--- src/rtl/tdc_spi_pkg.sv ---
// Shared definitions for the TDC SPI slave: FSM encoding, frame geometry,
// SPI mode 0 constants and the idle levels used to preload the pin synchronizers.
package tdc_spi_pkg;

  // Frame FSM: IDLE while deselected, SHIFT while cs_n is held low.
  typedef enum logic [0:0] {
    IDLE  = 1'b0,
    SHIFT = 1'b1
  } spi_state_e;

  // Bits per SPI word and the width of the in-byte bit counter.
  localparam int SPI_BITS  = 8;
  localparam int BIT_CNT_W = $clog2(SPI_BITS);

  // Mode 0: sck idles low, data sampled on the leading (rising) edge.
  localparam logic       SPI_CPOL = 1'b0;
  localparam logic       SPI_CPHA = 1'b0;
  localparam logic [1:0] SPI_MODE = {SPI_CPOL, SPI_CPHA};

  // Pin levels while no master is talking; synchronizers reset to these.
  localparam logic SCK_IDLE  = SPI_CPOL;
  localparam logic CS_N_IDLE = 1'b1;
  localparam logic MOSI_IDLE = 1'b0;

  // Byte shifted out when the transmit side has nothing to offer.
  localparam logic [SPI_BITS-1:0] TX_FILL = '0;

  // True when the bit counter points at the last bit of a byte.
  function automatic logic is_last_bit(input logic [BIT_CNT_W-1:0] cnt);
    return cnt == BIT_CNT_W'(SPI_BITS - 1);
  endfunction

endpackage

--- src/rtl/tdc_spi_slave_if.sv ---
// Pin and stream bundle for the SPI slave. The slave modport is the
// design's view; the master modport is the view of whatever drives it.
interface tdc_spi_slave_if
  import tdc_spi_pkg::*;
#(
  parameter int BYTE_CNT_W = 5
);

  // SPI pins
  logic                  sck;
  logic                  cs_n;
  logic                  mosi;
  logic                  miso;
  logic                  miso_oe;

  // Transmit byte stream
  logic [SPI_BITS-1:0]   tx_data;
  logic                  tx_valid;
  logic                  tx_ack;
  logic                  tx_underrun;

  // Receive byte stream and frame status
  logic [SPI_BITS-1:0]   rx_data;
  logic                  rx_valid;
  logic [BYTE_CNT_W-1:0] byte_cnt;
  logic                  frame_start;
  logic                  frame_end;
  logic                  frame_abort;

  modport slave (
    input  sck, cs_n, mosi, tx_data, tx_valid,
    output miso, miso_oe, tx_ack, tx_underrun,
    output rx_data, rx_valid, byte_cnt, frame_start, frame_end, frame_abort
  );

  modport master (
    output sck, cs_n, mosi, tx_data, tx_valid,
    input  miso, miso_oe, tx_ack, tx_underrun,
    input  rx_data, rx_valid, byte_cnt, frame_start, frame_end, frame_abort
  );

endinterface

--- src/rtl/tdc_spi_sync.sv ---
// Multi-flop pin synchronizer with optional single-cycle rise/fall strobes.
// The strobes are decoded from two synchronized flops, so they are clean
// in the clk domain and line up with q_o of every instance of equal depth.
module tdc_spi_sync #(
  parameter int   STAGES   = 2,     // must be at least 2
  parameter logic IDLE_VAL = 1'b0,  // level loaded on reset
  parameter bit   EDGE_EN  = 1'b1   // build the edge detector
) (
  input  logic clk,
  input  logic rst,
  input  logic d_i,
  output logic q_o,
  output logic rise_o,
  output logic fall_o
);

  logic [STAGES-1:0] sync_q;

  // First flop captures the asynchronous pin.
  always_ff @(posedge clk) begin
    if (rst) begin
      sync_q[0] <= IDLE_VAL;
    end else begin
      sync_q[0] <= d_i;
    end
  end

  // Remaining flops resolve metastability.
  for (genvar gi = 1; gi < STAGES; gi++) begin : g_stage
    // Shift the sample one stage further down the chain.
    always_ff @(posedge clk) begin
      if (rst) begin
        sync_q[gi] <= IDLE_VAL;
      end else begin
        sync_q[gi] <= sync_q[gi-1];
      end
    end
  end

  assign q_o = sync_q[STAGES-1];

  if (EDGE_EN) begin : g_edge
    logic prev_q;

    // Delayed copy of the synchronized level for edge detection.
    always_ff @(posedge clk) begin
      if (rst) begin
        prev_q <= IDLE_VAL;
      end else begin
        prev_q <= sync_q[STAGES-1];
      end
    end

    assign rise_o = sync_q[STAGES-1] & ~prev_q;
    assign fall_o = ~sync_q[STAGES-1] & prev_q;
  end else begin : g_no_edge
    assign rise_o = 1'b0;
    assign fall_o = 1'b0;
  end

endmodule

--- src/rtl/tdc_spi_slave.sv ---
// SPI mode 0 slave with byte-stream transmit/receive ports. All pins are
// oversampled by clk; the frame FSM acts on synchronized sck/cs_n strobes
// and mosi is sampled from a synchronizer of the same depth so it stays
// aligned with the sck rise strobe.
module tdc_spi_slave
  import tdc_spi_pkg::*;
#(
  parameter int SYNC_STAGES = 2,  // flops per pin synchronizer, >= 2
  parameter int BYTE_CNT_W  = 5   // width of the per-frame byte counter
) (
  input logic              clk,
  input logic              rst,
  tdc_spi_slave_if.slave   bus
);

  localparam logic [BYTE_CNT_W-1:0] BYTE_CNT_MAX = {BYTE_CNT_W{1'b1}};

  // Synchronized pin views
  logic sck_rise, sck_fall, sck_lvl_unused;
  logic cs_n_sync, cs_rise, cs_fall;
  logic mosi_sync, mosi_rise_unused, mosi_fall_unused;

  // Frame state and datapath registers
  spi_state_e            state_q;
  logic [BIT_CNT_W-1:0]  bit_cnt_q;
  logic [SPI_BITS-1:0]   rx_shift_q;
  logic [SPI_BITS-1:0]   tx_shift_q;
  logic                  byte_done_q;
  logic [SYNC_STAGES-1:0] settle_q;
  logic                  armed_q;

  // Registered outputs
  logic [SPI_BITS-1:0]   rx_data_q;
  logic                  rx_valid_q;
  logic                  tx_ack_q;
  logic                  tx_underrun_q;
  logic [BYTE_CNT_W-1:0] byte_cnt_q;
  logic                  frame_start_q;
  logic                  frame_end_q;
  logic                  frame_abort_q;

  // Per-cycle events decoded from the strobes
  logic start_d;
  logic stop_d;
  logic rise_d;
  logic fall_d;
  logic load_d;
  logic shift_d;

  tdc_spi_sync #(
    .STAGES   (SYNC_STAGES),
    .IDLE_VAL (SCK_IDLE),
    .EDGE_EN  (1'b1)
  ) u_sck_sync (
    .clk    (clk),
    .rst    (rst),
    .d_i    (bus.sck),
    .q_o    (sck_lvl_unused),
    .rise_o (sck_rise),
    .fall_o (sck_fall)
  );

  tdc_spi_sync #(
    .STAGES   (SYNC_STAGES),
    .IDLE_VAL (CS_N_IDLE),
    .EDGE_EN  (1'b1)
  ) u_cs_sync (
    .clk    (clk),
    .rst    (rst),
    .d_i    (bus.cs_n),
    .q_o    (cs_n_sync),
    .rise_o (cs_rise),
    .fall_o (cs_fall)
  );

  tdc_spi_sync #(
    .STAGES   (SYNC_STAGES),
    .IDLE_VAL (MOSI_IDLE),
    .EDGE_EN  (1'b0)
  ) u_mosi_sync (
    .clk    (clk),
    .rst    (rst),
    .d_i    (bus.mosi),
    .q_o    (mosi_sync),
    .rise_o (mosi_rise_unused),
    .fall_o (mosi_fall_unused)
  );

  // Decode this cycle's frame events; a deselect masks any sck edge.
  always_comb begin
    start_d = 1'b0;
    stop_d  = 1'b0;
    rise_d  = 1'b0;
    fall_d  = 1'b0;
    if (state_q == IDLE) begin
      start_d = armed_q & cs_fall;
    end else begin
      stop_d = cs_rise;
      rise_d = sck_rise & ~cs_rise;
      fall_d = sck_fall & ~cs_rise;
    end
    load_d  = start_d | (fall_d & (bit_cnt_q == '0));
    shift_d = fall_d & (bit_cnt_q != '0);
  end

  // Frame FSM, shift registers, counters and all registered outputs.
  always_ff @(posedge clk) begin
    if (rst) begin
      state_q       <= IDLE;
      bit_cnt_q     <= '0;
      rx_shift_q    <= '0;
      tx_shift_q    <= '0;
      byte_done_q   <= 1'b0;
      settle_q      <= '0;
      armed_q       <= 1'b0;
      rx_data_q     <= '0;
      rx_valid_q    <= 1'b0;
      tx_ack_q      <= 1'b0;
      tx_underrun_q <= 1'b0;
      byte_cnt_q    <= '0;
      frame_start_q <= 1'b0;
      frame_end_q   <= 1'b0;
      frame_abort_q <= 1'b0;
    end else begin
      rx_valid_q    <= 1'b0;
      tx_ack_q      <= 1'b0;
      tx_underrun_q <= 1'b0;
      frame_start_q <= 1'b0;
      frame_end_q   <= 1'b0;
      frame_abort_q <= 1'b0;
      byte_done_q   <= 1'b0;

      // The synchronizer holds reset-fill values for SYNC_STAGES cycles;
      // only a genuinely sampled high cs_n may arm frame detection, so a
      // master already selected across reset is ignored until it deselects.
      settle_q <= {settle_q[SYNC_STAGES-2:0], 1'b1};
      if (settle_q[SYNC_STAGES-1] && cs_n_sync) begin
        armed_q <= 1'b1;
      end

      // Publish a completed byte one cycle after its last sck rise.
      if (byte_done_q) begin
        rx_data_q  <= rx_shift_q;
        rx_valid_q <= 1'b1;
        if (byte_cnt_q != BYTE_CNT_MAX) begin
          byte_cnt_q <= byte_cnt_q + BYTE_CNT_W'(1);
        end
      end

      // Load the next transmit byte, or the fill byte when none is ready.
      if (load_d) begin
        if (bus.tx_valid) begin
          tx_shift_q <= bus.tx_data;
          tx_ack_q   <= 1'b1;
        end else begin
          tx_shift_q    <= TX_FILL;
          tx_underrun_q <= 1'b1;
        end
      end else if (shift_d) begin
        tx_shift_q <= {tx_shift_q[SPI_BITS-2:0], 1'b0};
      end

      case (state_q)
        IDLE: begin
          if (start_d) begin
            state_q       <= SHIFT;
            frame_start_q <= 1'b1;
            bit_cnt_q     <= '0;
            byte_cnt_q    <= '0;
          end
        end
        SHIFT: begin
          if (stop_d) begin
            // A partial byte is simply dropped: byte_done is never raised.
            state_q       <= IDLE;
            frame_end_q   <= 1'b1;
            frame_abort_q <= (bit_cnt_q != '0);
            bit_cnt_q     <= '0;
          end else if (rise_d) begin
            rx_shift_q  <= {rx_shift_q[SPI_BITS-2:0], mosi_sync};
            bit_cnt_q   <= bit_cnt_q + BIT_CNT_W'(1);
            byte_done_q <= is_last_bit(bit_cnt_q);
          end
        end
        default: begin
          state_q <= IDLE;
        end
      endcase
    end
  end

  // miso follows the shift register MSB only while selected.
  assign bus.miso        = (state_q == SHIFT) & tx_shift_q[SPI_BITS-1];
  assign bus.miso_oe     = (state_q == SHIFT);
  assign bus.tx_ack      = tx_ack_q;
  assign bus.tx_underrun = tx_underrun_q;
  assign bus.rx_data     = rx_data_q;
  assign bus.rx_valid    = rx_valid_q;
  assign bus.byte_cnt    = byte_cnt_q;
  assign bus.frame_start = frame_start_q;
  assign bus.frame_end   = frame_end_q;
  assign bus.frame_abort = frame_abort_q;

endmodule

--- src/flat_wrapper.sv ---
// flat-port wrapper written by rule: the top's interface ports become plain ports
module tdc_spi_slave_flat import tdc_spi_pkg::*;
#(
  parameter int SYNC_STAGES = 2,                                     
  parameter int BYTE_CNT_W  = 5                                         
)
  (clk, rst, bus_sck, bus_cs_n, bus_mosi, bus_tx_data, bus_tx_valid, bus_miso, bus_miso_oe, bus_tx_ack, bus_tx_underrun, bus_rx_data, bus_rx_valid, bus_byte_cnt, bus_frame_start, bus_frame_end, bus_frame_abort);
  tdc_spi_slave_if #(.BYTE_CNT_W(BYTE_CNT_W)) bus_i ();
  input logic clk;
  input logic rst;
  input wire logic [$bits(bus_i.sck)-1:0] bus_sck;
  input wire logic [$bits(bus_i.cs_n)-1:0] bus_cs_n;
  input wire logic [$bits(bus_i.mosi)-1:0] bus_mosi;
  input wire logic [$bits(bus_i.tx_data)-1:0] bus_tx_data;
  input wire logic [$bits(bus_i.tx_valid)-1:0] bus_tx_valid;
  output wire logic [$bits(bus_i.miso)-1:0] bus_miso;
  output wire logic [$bits(bus_i.miso_oe)-1:0] bus_miso_oe;
  output wire logic [$bits(bus_i.tx_ack)-1:0] bus_tx_ack;
  output wire logic [$bits(bus_i.tx_underrun)-1:0] bus_tx_underrun;
  output wire logic [$bits(bus_i.rx_data)-1:0] bus_rx_data;
  output wire logic [$bits(bus_i.rx_valid)-1:0] bus_rx_valid;
  output wire logic [$bits(bus_i.byte_cnt)-1:0] bus_byte_cnt;
  output wire logic [$bits(bus_i.frame_start)-1:0] bus_frame_start;
  output wire logic [$bits(bus_i.frame_end)-1:0] bus_frame_end;
  output wire logic [$bits(bus_i.frame_abort)-1:0] bus_frame_abort;
  assign bus_i.sck = bus_sck;
  assign bus_i.cs_n = bus_cs_n;
  assign bus_i.mosi = bus_mosi;
  assign bus_i.tx_data = bus_tx_data;
  assign bus_i.tx_valid = bus_tx_valid;
  assign bus_miso = bus_i.miso;
  assign bus_miso_oe = bus_i.miso_oe;
  assign bus_tx_ack = bus_i.tx_ack;
  assign bus_tx_underrun = bus_i.tx_underrun;
  assign bus_rx_data = bus_i.rx_data;
  assign bus_rx_valid = bus_i.rx_valid;
  assign bus_byte_cnt = bus_i.byte_cnt;
  assign bus_frame_start = bus_i.frame_start;
  assign bus_frame_end = bus_i.frame_end;
  assign bus_frame_abort = bus_i.frame_abort;
  tdc_spi_slave #(.SYNC_STAGES(SYNC_STAGES), .BYTE_CNT_W(BYTE_CNT_W)) u_core (.clk(clk), .rst(rst), .bus(bus_i));
endmodule
--- config.mk ---
export PLATFORM = sky130hd
export DESIGN_NAME = tdc_spi_slave_flat
export DESIGN_NICKNAME = d
export VERILOG_FILES = /design/src/rtl/tdc_spi_pkg.sv /design/src/rtl/tdc_spi_slave_if.sv /design/src/rtl/tdc_spi_sync.sv /design/src/rtl/tdc_spi_slave.sv /design/src/flat_wrapper.sv
export SDC_FILE = /design/constraint.sdc
export NUM_CORES = 1
export LEC_CHECK = 0
export BUFFER_PORTS_ARGS = -buffer_cell sky130_fd_sc_hd__clkbuf_2
export CAP_MARGIN = 20
export CELL_PAD_IN_SITES_DETAIL_PLACEMENT = 0
export CELL_PAD_IN_SITES_GLOBAL_PLACEMENT = 2
export CORE_UTILIZATION = 36
export CTS_CLUSTER_SIZE = 24
export DETAILED_ROUTE_END_ITERATION = 10
export GPL_TIMING_DRIVEN = 0
export PLACE_DENSITY = 0.79
export SYNTH_ARGS = -nofsm -noshare
export SYNTH_HDL_FRONTEND = slang
export SYNTH_SLANG_ARGS = --single-unit
--- constraint.sdc ---
create_clock -name clk -period 2.1 [get_ports clk]
set_input_delay 0.21 -clock clk [delete_from_list [all_inputs] [get_ports clk]]
set_output_delay 0.21 -clock clk [all_outputs]
set_load 0.005 [all_outputs]
==> flow_summary.rst, run 1 <==
.. list-table::
   :header-rows: 1

   * - Metric
     - Value
   * - Final sum of negative setup slack
     - 0 ns
   * - Count of yosys warnings during synthesis
     - 0
   * - Post-synthesis simple-gate area fraction
     - 0.193
   * - IR drop worst, VDD
     - about 0.45 mV
   * - Core region area
     - about 5100 um^2
   * - Multiplexer share of the synthesized area
     - 0.0939
   * - Setup crit end kind
     - register
   * - Number of nets still failing antenna checks after routing
     - 0
   * - Combinational family with the most area after synthesis
     - simple AND/OR/NAND/NOR gates
   * - Worst hold margin
     - between 0.08 and 0.09 ns
   * - CP endpoint
     - u_core.tx_shift_q[3]$_SDFFE_PP0P_
   * - Relative slew slack
     - 0.637
   * - Number of antenna violations at the first check in global routing
     - 0
   * - Hold Fails Final Rpt
     - 0
   * - Cell leakage power
     - 0.957 nW
   * - Horizontal extent of the die
     - approximately 75 um
   * - Hold path start
     - bus_cs_n
   * - Initial core utilization
     - 0.376
   * - Ratio of cells with drive above 1 in the final layout
     - 0.231
   * - Clock insertion delay at the later pin of the skew report
     - about 0.30 ns
   * - Req. time, crit path
     - roughly 2.3 ns
   * - Vias post-DR
     - ~1400
   * - Count of standard-cell rows
     - 26
   * - Clock slew at reported path FFs
     - ~0.090 ns
   * - Number of buffers on the longest clock path
     - 2
   * - Reg area
     - 1020 um^2
   * - Count of distinct cell types in the synthesized netlist
     - 35
   * - Setup repair after global routing missed its margin
     - no
   * - Ys flop type
     - sky130_fd_sc_hd__dfxtp_1
   * - First-pass iteration count of the detailed router
     - 4
   * - Final net count
     - roughly 250
   * - Clk root buf
     - sky130_fd_sc_hd__clkbuf_8
   * - TritonCTS buffer count
     - 5
   * - Overflow after GRT
     - 0
   * - Number of max-slew violations in the final report
     - 0
   * - Overall power after layout
     - between 0.0015 and 0.002 W
   * - Highest net fanout along the worst path
     - 7
   * - EDFF count, synth
     - 0
   * - Type of the most critical hold path
     - input pin to register
   * - Clock power share
     - 0.338
   * - Vias per inst
     - between 4 and 5
   * - First-iteration detailed-routing DRC count
     - 45
   * - Share of total power in sequential cells
     - 0.622
   * - Detailed-route DRC error count
     - 0
   * - Post-synth design cell area
     - between 1500 and 2000 um^2
   * - Mapped Nets
     - approximately 200
   * - Power density normalized to cell area
     - 703 nW/um^2
   * - Floorplan die height
     - ~75 um
   * - Hold-fix buffers, CTS
     - 0
   * - RR Startpoint
     - u_core.bit_cnt_q[0]$_SDFFE_PP0P_
   * - Net Switching
     - between 0.0003 and 0.0004 W
   * - Critical path arrival
     - between 1.5 and 2 ns
   * - Area growth from synthesis to layout
     - 17.6%
   * - Cell internal pwr
     - roughly 0.0012 W
   * - Switch share
     - 0.219
   * - Drt total wl
     - approximately 3600 um
   * - Reg-to-reg setup timing slack
     - between 0.4 and 0.5 ns
   * - Fraction of the mapped netlist area in compound gates
     - 0.115
   * - Ports
     - 35
   * - Setup bufs post-CTS
     - 0
   * - Async set or reset register ratio after synthesis
     - 0
   * - Comb pwr share
     - 0.040
   * - Total area of multi-input combinational cells
     - roughly 830 um^2
   * - Kind of launch point of the worst setup path
     - register
   * - Gpl congestion
     - 0.810
   * - Largest net degree at the start of global routing
     - 16
   * - Count of input and output buffers
     - 33
   * - Area share of xor/xnor cells in the synthesized design
     - 0.00457
   * - Adder and majority cell fraction of the synthesized area
     - 0.0261
   * - Count of state elements after synthesis
     - between 50 and 60
   * - Finish-stage setup viols
     - 0
   * - Timing startpoint of the critical path
     - u_core.bit_cnt_q[0]$_SDFFE_PP0P_
   * - Result of the run
     - finished clean
   * - Number of clock sinks
     - 51
   * - Worst reg-to-reg path cell count
     - 6
   * - Sequential fraction of the synthesis area
     - 0.532
   * - TritonCTS clock tree
     - built
   * - Period utilisation layout
     - 0.784
   * - Max Clock Freq
     - 608 MHz
   * - Start-to-end type of the worst setup path
     - register to register
   * - Post-cts gate resize count
     - 0
   * - Critical R2R Capture
     - u_core.tx_shift_q[3]$_SDFFE_PP0P_
   * - Gate count of the mapped netlist
     - approximately 190
   * - Minimum period implied by the final worst setup slack
     - roughly 1.6 ns
   * - Die Area
     - 5620 um^2
   * - Fill count
     - a little over 500
   * - Number of max-cap violations
     - 0
   * - Average wire length per cell after detail routing
     - 11.9 um
   * - Antenna cell count
     - 0
   * - Number of global-route vias before repair
     - about 1300
   * - Mean post-synth cell area
     - 10.2 um^2
   * - First-pass GRT wire length
     - roughly 6000 um
   * - Overall routing resource usage
     - 0.143
   * - Number of cells on the worst hold path
     - 2
   * - Worst clock skew
     - approximately 0.009 ns
   * - Sum of net half-perimeters after detailed placement
     - ~2600 um
   * - Actual transition at the worst max-transition pin
     - about 0.54 ns
   * - Level count of the clock H-tree
     - 2
-- layout make-up --
class / count / area share
plain buffers: 9 / 0.0194
clock buffers: 6 / 0.0322
clock inverters: 2 / 0.00555
inverters: 6 / 0.00998
multi-input cells: 122 / 0.368
flip-flops and latches: 51 / 0.453
well taps: 70 / 0.0388
repair buffers: 33 / 0.0732
-- cells in the final DEF, fill, tap and decap left out, drive strengths merged, types with 6 or more instances in the layout --
cell    count
clkbuf     44
a221oi      6
a21oi       7
mux2i      18
nor2       32
dfxtp      51
inv         6
nor3        7
nand2       7
nor2b      12
-- stage by stage --
stage	instances	utilization	setup slack (ns)	area (um^2)
3_3_place_gp	291	0.425	0.475	2170
3_5_place_dp	291	0.425	0.471	2170
6_report	299	0.442	0.454	2260
5_1_grt	299	0.442	0.310	2260
4_1_cts	299	0.442	0.425	2260
2_1_floorplan	188	-	0.682	1920
-- layer usage --
layer	global-route usage	share of wire	vias to the layer above
li1	-	-	731
met1	0.174	0.47	641
met2	0.229	0.45	34
met3	0.0442	0.056	5
met4	0.0692	0.018	0
met5	0	0	-
-- sequential cells by signal (all words and copies together), names as in the netlist, 2 cells and up --
register and flops:
u_core.bit_cnt_q 3, u_core.bus.byte_cnt 5, u_core.bus.rx_data 8, u_core.rx_shift_q 8, u_core.settle_q 2, u_core.tx_shift_q 8
-- how the worst min path moves through the flow --
stage / endpoint / slack, ns
after floorplan: u_core.bus.tx_underrun$_SDFF_PP0_ / 0.28
after global placement: u_core.u_cs_sync.q_o$_SDFF_PP1_ / 0.39
after detailed placement: u_core.u_cs_sync.sync_q[0]$_SDFF_PP1_ / 0.40
after CTS: u_core.u_cs_sync.sync_q[0]$_SDFF_PP1_ / 0.08
after global routing: u_core.u_cs_sync.sync_q[0]$_SDFF_PP1_ / 0.08
final: u_core.u_cs_sync.sync_q[0]$_SDFF_PP1_ / 0.09
-- logic make-up after synthesis --
family	Yosys count
mux	18
simple gates	74
compound gates	25
xor+xnor	1
fa+ha+maj	4
flops	51
buf+inv	15
-- power by group through the flow --
stage,clock network (W),registers [W],logic [W]
final,0.000535,0.000986,0.0000639
after global placement,0,0.00101,0.0000634
after detailed placement,0,0.00101,0.0000648
after global routing,0.000595,0.000988,0.0000715
after CTS,0.000565,0.000986,0.0000651
after floorplan,0,0.00101,0.0000396
-- cells in the mapped netlist, types with 5 or more instances --
| cell type | n | area share |
|---|---|---|
| sky130_fd_sc_hd__nor2b_1 | 12 | 0.039 |
| sky130_fd_sc_hd__mux2i_1 | 18 | 0.094 |
| sky130_fd_sc_hd__dfxtp_1 | 51 | 0.53 |
| sky130_fd_sc_hd__clkbuf_1 | 5 | 0.0098 |
| sky130_fd_sc_hd__a221oi_1 | 5 | 0.023 |
| sky130_fd_sc_hd__a21oi_1 | 7 | 0.018 |
| sky130_fd_sc_hd__inv_1 | 6 | 0.012 |
| sky130_fd_sc_hd__nor3_1 | 7 | 0.018 |
| sky130_fd_sc_hd__nor2_1 | 31 | 0.061 |
| sky130_fd_sc_hd__nand2_1 | 7 | 0.014 |
-- worst max-delay path: stages (launching register included) --
cell                       delay (ns)
sky130_fd_sc_hd__dfxtp_1         0.33
sky130_fd_sc_hd__inv_1           0.07
sky130_fd_sc_hd__ha_1            0.13
sky130_fd_sc_hd__nor2b_1         0.46
sky130_fd_sc_hd__nor2_4          0.11
sky130_fd_sc_hd__a221oi_1        0.32
sky130_fd_sc_hd__nor3_1          0.08
Power figures use the tool's default switching activity.
==> run 2, diff against run 1 <==
- CORE_UTILIZATION: 36 -> 30
- PLACE_DENSITY: 0.79 -> 0.7
- clock period: 2.1 -> 1.4 ns (I/O delays scaled with it)
==> run 2 against run 1 <==
Compared with the run above:
- non-clock buffer count up 6
- global-route usage down 2.5 points
- critical path depth unchanged
- register-to-register slack worse by 0.41 ns
- critical path type unchanged
==> flow_summary.rst, run 2 (same netlist as run 1, synthesis figures left out) <==
.. list-table::
   :header-rows: 1

   * - Metric
     - Value
   * - Result of the run
     - finished clean
   * - Period utilisation layout
     - 0.972 (+0.188)
   * - Number of buffers on the longest clock path
     - 2 (unchanged)
   * - Number of max-cap violations
     - 0 (unchanged)
   * - Overall routing resource usage
     - 0.118 (-0.0246)
   * - DR WL met3
     - 143 um (-28%)
   * - Count of standard-cell rows
     - 28 (+7.7%)
   * - Switch share
     - 0.208 (-0.0112)
   * - Worst clock skew
     - 0.00822 ns (-0.000780 ns)
   * - Ports
     - 35 (unchanged)
   * - TritonCTS clock tree
     - built
   * - Largest net degree at the start of global routing
     - 16 (unchanged)
   * - Minimum period implied by the final worst setup slack
     - 1.36 ns (-0.285 ns)
   * - First-iteration detailed-routing DRC count
     - 54 (+20%)
   * - Worst reg-to-reg path cell count
     - 6 (unchanged)
   * - Reg-to-reg setup timing slack
     - 0.04 ns (-0.41 ns)
   * - Horizontal extent of the die
     - 82.0 um (+9.3%)
   * - Type of the most critical hold path
     - input pin to register
   * - Antenna cell count
     - 0 (unchanged)
   * - Final std cells w/o fill
     - 310 (+3.7%)
   * - Worst hold margin
     - 0.0208 ns (-0.0686 ns)
   * - Met1 Wirelength
     - 1990 um (+18%)
   * - Cell leakage power
     - 1.04 nW (+8.5%)
   * - Worst slack after detailed placement
     - -0.119 ns (-0.590 ns)
   * - Average wire length per cell after detail routing
     - 12.2 um (+2.7%)
   * - Highest-count cells in the layout ignoring fill and taps
     - 46 x sky130_fd_sc_hd__dfxtp_1, 33 x sky130_fd_sc_hd__clkbuf_2, 31 x sky130_fd_sc_hd__nor2_1, 18 x sky130_fd_sc_hd__mux2i_1, 9 x sky130_fd_sc_hd__nor2b_1
   * - Clk root buf
     - sky130_fd_sc_hd__clkbuf_8
   * - Count of input and output buffers
     - 33 (unchanged)
   * - Detailed-route DRC error count
     - 0 (unchanged)
   * - Setup repair after global routing missed its margin
     - yes
   * - Number of clock sinks
     - 51 (unchanged)
   * - Final sum of negative setup slack
     - 0 ns (unchanged)
   * - Clock power share
     - 0.399 (+0.061)
   * - Number of global-route vias before repair
     - 1231 (-6.2%)
   * - Start-to-end type of the worst setup path
     - register to register
   * - Req. time, crit path
     - 1.57 ns (-0.69 ns)
   * - Highest metal layer with signal wires
     - met4
   * - Highest net fanout along the worst path
     - 6 (-1)
   * - Hold Fails Final Rpt
     - 0 (unchanged)
   * - Master of the slowest instance on the critical path
     - sky130_fd_sc_hd__dfxtp_2
   * - Routed length on met2
     - 1620 um (+0.62%)
   * - Core region area
     - 6060 um^2 (+19%)
   * - Vias post-DR
     - 1426 (+1.1%)
   * - Overflow after GRT
     - 0 (unchanged)
   * - Initial core utilization
     - 0.316 (-0.0591)
   * - Power density normalized to cell area
     - 1090 nW/um^2 (+55%)
   * - Clock slew at reported path FFs
     - 0.09 ns (about the same)
   * - Cell internal pwr
     - 0.00209 W (+69%)
   * - Timing startpoint of the critical path
     - u_core.bit_cnt_q[1]$_SDFFE_PP0P_
   * - Kind of launch point of the worst setup path
     - register
   * - Most frequent standard cell in the layout excluding fill and tap cells
     - sky130_fd_sc_hd__dfxtp_1
   * - Total instance count after detailed placement
     - 296 (+1.7%)
   * - Vias per inst
     - 4.60 (-2.5%)
   * - Crit. path cell count
     - 6 (unchanged)
   * - Final net count
     - 252 (+2.4%)
   * - TritonCTS buffer count
     - 5 (unchanged)
   * - Relative slew slack
     - 0.650 (+0.0134)
   * - Max Clock Freq
     - 735 MHz (+21%)
   * - Actual transition at the worst max-transition pin
     - 0.525 ns (-0.0190 ns)
   * - Hold-fix buffers, CTS
     - 0 (unchanged)
   * - Net Switching
     - 0.000549 W (+58%)
   * - First-pass GRT wire length
     - 5990 um (+1.4%)
   * - Number of nets still failing antenna checks after routing
     - 0 (unchanged)
   * - First-pass iteration count of the detailed router
     - 4 (unchanged)
   * - Critical path arrival
     - 1.53 ns (-0.28 ns)
   * - Gpl congestion
     - 0.685 (-15%)
   * - Number of antenna violations at the first check in global routing
     - 0 (unchanged)
   * - Area growth from synthesis to layout
     - 26.5%
   * - Die Area
     - 6720 um^2 (+19%)
   * - Ratio of cells with drive above 1 in the final layout
     - 0.345 (+0.113)
   * - Crit path largest cell delay
     - 0.36 ns (-0.10 ns)
   * - Share of total power in sequential cells
     - 0.560 (-0.062)
   * - Worst path setup slack after routing
     - 0.0395 ns (-0.415 ns)
   * - Top cell family by delay on the critical path
     - compound AO/OA/AOI/OAI gates
   * - Clock insertion delay at the later pin of the skew report
     - 0.30 ns (about the same)
   * - Drt total wl
     - 3790 um (+6.5%)
   * - Sum of net half-perimeters after detailed placement
     - 2610 um (+2.2%)
   * - Worst path buffer plus inverter count
     - 1 (unchanged)
   * - Comb pwr share
     - 0.041 (about the same)
   * - RR Startpoint
     - u_core.bit_cnt_q[1]$_SDFFE_PP0P_
   * - Critical R2R Capture
     - u_core.tx_shift_q[7]$_SDFFE_PP0P_
   * - Floorplan die height
     - 82.0 um (+9.3%)
   * - Number of max-slew violations in the final report
     - 0 (unchanged)
   * - Finish-stage setup viols
     - 0 (unchanged)
   * - CP endpoint
     - u_core.tx_shift_q[7]$_SDFFE_PP0P_
   * - IR drop worst, VDD
     - 0.514 mV (+14%)
   * - Level count of the clock H-tree
     - 2 (unchanged)
   * - Crit-path cells
     - inv_2 -> ha_2 -> nor2b_4 -> o21a_4 -> a221oi_2 -> a211oi_2
   * - Setup crit end kind
     - register
## run 2: cell types whose count changed in the layout (fill, tap and decap cells not counted), moves of 3 or more
cell	change
sky130_fd_sc_hd__a221oi_1	-5
sky130_fd_sc_hd__a221oi_2	+5
sky130_fd_sc_hd__buf_4	+5
sky130_fd_sc_hd__dfxtp_1	-5
sky130_fd_sc_hd__dfxtp_2	+5
sky130_fd_sc_hd__inv_1	-3
sky130_fd_sc_hd__inv_2	+3
sky130_fd_sc_hd__nor2b_1	-3
## run 2: area by class of cell
class / instances / area, um^2
Inverter: 6 / 22.5
Sequential cell: 51 / 1030
Fill cell: 625 / 3630
Timing Repair Buffer: 39 / 223
Tap cell: 75 / 93.8
Clock buffer: 6 / 82.6
Multi-Input combinational cell: 122 / 893
Buffer: 9 / 50.0
Clock inverter: 2 / 35.0
## run 2: how the worst min path moves through the flow
stage / start / endpoint / slack (ns) / cells past startpoint
after detailed placement: bus_cs_n / u_core.u_cs_sync.sync_q[0]$_SDFF_PP1_ / 0.33 / 2
after global placement: bus_cs_n / u_core.u_cs_sync.sync_q[0]$_SDFF_PP1_ / 0.33 / 2
after CTS: bus_cs_n / u_core.u_cs_sync.sync_q[0]$_SDFF_PP1_ / 0.01 / 2
final: bus_cs_n / u_core.u_cs_sync.sync_q[0]$_SDFF_PP1_ / 0.02 / 2
after floorplan: bus_tx_valid / u_core.bus.tx_underrun$_SDFF_PP0_ / 0.21 / 1
after global routing: bus_cs_n / u_core.u_cs_sync.sync_q[0]$_SDFF_PP1_ / 0.02 / 2
## run 2: through the flow
step,cell area (um^2),utilization,total power (W)
finish,2430,0.400,0.00264
global route,2430,0.400,0.00276
CTS,2340,0.386,0.00267
detailed placement,2180,0.360,0.00161
global placement,2180,0.360,0.00161
floorplan,1920,-,0.00157
## run 2: metal layers
metal,vias up,track usage
met3,5,0.0333
li1,749,-
met5,-,0
met1,646,0.170
met2,26,0.168
met4,0,0.0368
## run 2: repair_timing
item / in CTS / in global routing
setup buffers: 3 / 3
pin swaps: 4 / 8
endpoints found under the setup margin: 16 / 21
gates resized for setup: 9 / 15
## run 2: power by group through the flow
stage	registers [W]	clock network [W]	logic (W)
after global placement	0.00151	0	0.0000986
after global routing	0.00148	0.00116	0.000119
after CTS	0.00148	0.00109	0.000101
after detailed placement	0.00151	0	0.0000990
final	0.00148	0.00105	0.000108
after floorplan	0.00151	0	0.0000595
==> run 3, diff against run 2 <==
- clock period: 1.4 -> 1.25 ns (I/O delays scaled with it)
==> run 3 against run 2 <==
Compared with the run above:
- the flow now finishes with violations (negative setup slack)
- core utilization grew 2.6 points
- register-to-register slack lost 0.18 ns
- die area is the same
- highest routed layer unchanged
- critical path depth is the same
- clock power grew 26%
==> flow_summary.rst, run 3 (same netlist as run 1, synthesis figures left out) <==
.. list-table::
   :header-rows: 1

   * - Metric
     - Value
   * - Clock insertion delay at the later pin of the skew report
     - 0.30 ns (about the same)
   * - Vias per inst
     - 4.67 (+1.5%)
   * - Final sum of negative setup slack
     - -0.868 ns (-0.868 ns)
   * - Result of the run
     - finished with violations
   * - Highest net fanout along the worst path
     - 6 (unchanged)
   * - Overall routing resource usage
     - 0.134 (+0.0163)
   * - Relative slew slack
     - 0.627 (-0.0231)
   * - Detailed-route DRC error count
     - 0 (unchanged)
   * - Comb pwr share
     - 0.043 (+0.002)
   * - First-iteration detailed-routing DRC count
     - 70 (+30%)
   * - Crit. path cell count
     - 6 (unchanged)
   * - Req. time, crit path
     - 1.42 ns (-0.15 ns)
   * - Actual transition at the worst max-transition pin
     - 0.559 ns (+0.0347 ns)
   * - Core region area
     - 6060 um^2 (unchanged)
   * - Worst path buffer plus inverter count
     - 1 (unchanged)
   * - Horizontal extent of the die
     - 82.0 um (unchanged)
   * - TritonCTS buffer count
     - 5 (unchanged)
   * - Critical path arrival
     - 1.56 ns (+0.03 ns)
   * - IR drop worst, VDD
     - 0.632 mV (+23%)
   * - Cell internal pwr
     - 0.00250 W (+19%)
   * - TritonCTS clock tree
     - built
   * - First-pass iteration count of the detailed router
     - 4 (unchanged)
   * - Clock slew at reported path FFs
     - 0.09 ns (about the same)
   * - Period utilisation layout
     - 1.11 (+0.138)
   * - Share of total power in sequential cells
     - 0.532 (-0.028)
   * - Number of nets still failing antenna checks after routing
     - 0 (unchanged)
   * - Ratio of cells with drive above 1 in the final layout
     - 0.390 (+0.0454)
   * - Drt total wl
     - 4040 um (+6.7%)
   * - Crit-path cells
     - inv_2 -> ha_4 -> nor2b_4 -> o21a_4 -> a221oi_2 -> a211oi_2
   * - Crit path largest cell delay
     - 0.35 ns (about the same)
   * - Area growth from synthesis to layout
     - 34.6%
   * - Worst reg-to-reg path cell count
     - 6 (unchanged)
   * - Hold Fails Final Rpt
     - 0 (unchanged)
   * - Top cell family by delay on the critical path
     - compound AO/OA/AOI/OAI gates
   * - Count of standard-cell rows
     - 28 (unchanged)
   * - Cell leakage power
     - 1.07 nW (+3.4%)
   * - Gpl congestion
     - 0.712 (+4.0%)
   * - Sum of net half-perimeters after detailed placement
     - 2670 um (+2.0%)
   * - Number of max-cap violations
     - 0 (unchanged)
   * - Number of clock sinks
     - 51 (unchanged)
   * - Count of input and output buffers
     - 33 (unchanged)
   * - Number of max-slew violations in the final report
     - 0 (unchanged)
   * - Master of the slowest instance on the critical path
     - sky130_fd_sc_hd__dfxtp_2
   * - Start-to-end type of the worst setup path
     - register to register
   * - Kind of launch point of the worst setup path
     - register
   * - Net Switching
     - 0.000612 W (+11%)
   * - End-of-flow core utilization
     - 0.426 (+0.0256)
   * - Worst path setup slack after routing
     - -0.138 ns (-0.177 ns)
   * - Max Clock Freq
     - 721 MHz (-2.0%)
   * - Clk root buf
     - sky130_fd_sc_hd__clkbuf_8
   * - Switch share
     - 0.197 (-0.0112)
   * - Ports
     - 35 (unchanged)
   * - Worst clock skew
     - 0.0118 ns (+0.00356 ns)
   * - Highest-count cells in the layout ignoring fill and taps
     - 43 x sky130_fd_sc_hd__dfxtp_1, 33 x sky130_fd_sc_hd__clkbuf_2, 31 x sky130_fd_sc_hd__nor2_1, 17 x sky130_fd_sc_hd__mux2i_1, 10 x sky130_fd_sc_hd__buf_4
   * - Initial core utilization
     - 0.316 (unchanged)
   * - Violated checks
     - negative setup slack
   * - Power density normalized to cell area
     - 1200 nW/um^2 (+11%)
   * - Number of cells on the worst hold path
     - 2 (unchanged)
   * - Largest net degree at the start of global routing
     - 16 (unchanged)
   * - Antenna cell count
     - 0 (unchanged)
   * - Average wire length per cell after detail routing
     - 12.8 um (+4.6%)
   * - Number of antenna violations at the first check in global routing
     - 0 (unchanged)
   * - Reg-to-reg setup timing slack
     - -0.14 ns (-0.18 ns)
   * - Clock power share
     - 0.425 (+0.026)
   * - First-pass GRT wire length
     - 6610 um (+10%)
   * - Die Area
     - 6720 um^2 (unchanged)
   * - Final net count
     - 258 (+2.4%)
   * - Most frequent standard cell in the layout excluding fill and tap cells
     - sky130_fd_sc_hd__dfxtp_1
   * - Floorplan die height
     - 82.0 um (unchanged)
   * - Number of global-route vias before repair
     - 1332 (+8.2%)
   * - Number of buffers on the longest clock path
     - 2 (unchanged)
   * - Fill count
     - 604 (-3.4%)
   * - Setup crit end kind
     - register
   * - Type of the most critical hold path
     - input pin to register
   * - Level count of the clock H-tree
     - 2 (unchanged)
   * - Vias post-DR
     - 1476 (+3.5%)
   * - Minimum period implied by the final worst setup slack
     - 1.39 ns (+0.0271 ns)
   * - Setup repair after global routing missed its margin
     - yes
   * - Overflow after GRT
     - 0 (unchanged)
   * - Finish-stage setup viols
     - 11 (+11)
## run 3: final timing paths
path | start | endpoint
setup / recovery | u_core.bit_cnt_q[1]$_SDFFE_PP0P_ | u_core.tx_shift_q[7]$_SDFFE_PP0P_
hold / removal | bus_sck | u_core.u_sck_sync.sync_q[0]$_SDFF_PP0_
setup reg to reg | u_core.bit_cnt_q[1]$_SDFFE_PP0P_ | u_core.tx_shift_q[7]$_SDFFE_PP0P_
hold reg to reg | u_core.u_cs_sync.sync_q[0]$_SDFF_PP1_ | u_core.u_cs_sync.q_o$_SDFF_PP1_
## run 3: final cells by class
class | instances | area, um^2 | share of cell area
plain buffers | 9 | 60.1 | 0.0233
flip-flops and latches | 51 | 1040 | 0.401
inverters | 6 | 25.0 | 0.00969
repair buffers | 45 | 274 | 0.106
multi-input cells | 122 | 961 | 0.372
clock inverters | 2 | 60.1 | 0.0233
clock buffers | 6 | 72.6 | 0.0281
well taps | 75 | 93.8 | 0.0363
## run 3: what timing repair did
item	4_1_cts	5_1_grt
setup buffers	7	3
resized for setup	18	18
pin swaps	11	11
hold buffers	1	0
setup endpoints to repair	28	29
cloned	1	0
hold endpoints to repair	1	0
## run 3: power by group through the flow
| stage | registers (W) | logic (W) | clock network, W |
|---|---|---|---|
| floorplan | 0.00169 | 0.0000697 | 0 |
| global placement | 0.00170 | 0.000117 | 0 |
| detailed placement | 0.00169 | 0.000117 | 0 |
| CTS | 0.00166 | 0.000126 | 0.00138 |
| global route | 0.00166 | 0.000148 | 0.00144 |
| finish | 0.00166 | 0.000134 | 0.00132 |
## run 3: metrics by stage
stage | worst slack [ns] | hold slack (ns) | cells | total power [W] | area (um^2)
floorplan | -0.0577 | 0.197 | 188 | 0.00176 | 1970
detailed placement | -0.273 | 0.309 | 296 | 0.00181 | 2220
CTS | -0.126 | 0.0184 | 313 | 0.00317 | 2480
finish | -0.138 | 0.0306 | 316 | 0.00311 | 2580
global route | -0.175 | 0.0159 | 316 | 0.00325 | 2580
global placement | -0.267 | 0.308 | 296 | 0.00181 | 2220
## run 3: per-layer routing
metal | global-route usage | share of wire
met1 | 0.196 | 0.52
met4 | 0.0579 | 0.014
met2 | 0.183 | 0.44
met3 | 0.0333 | 0.030
met5 | 0 | 0
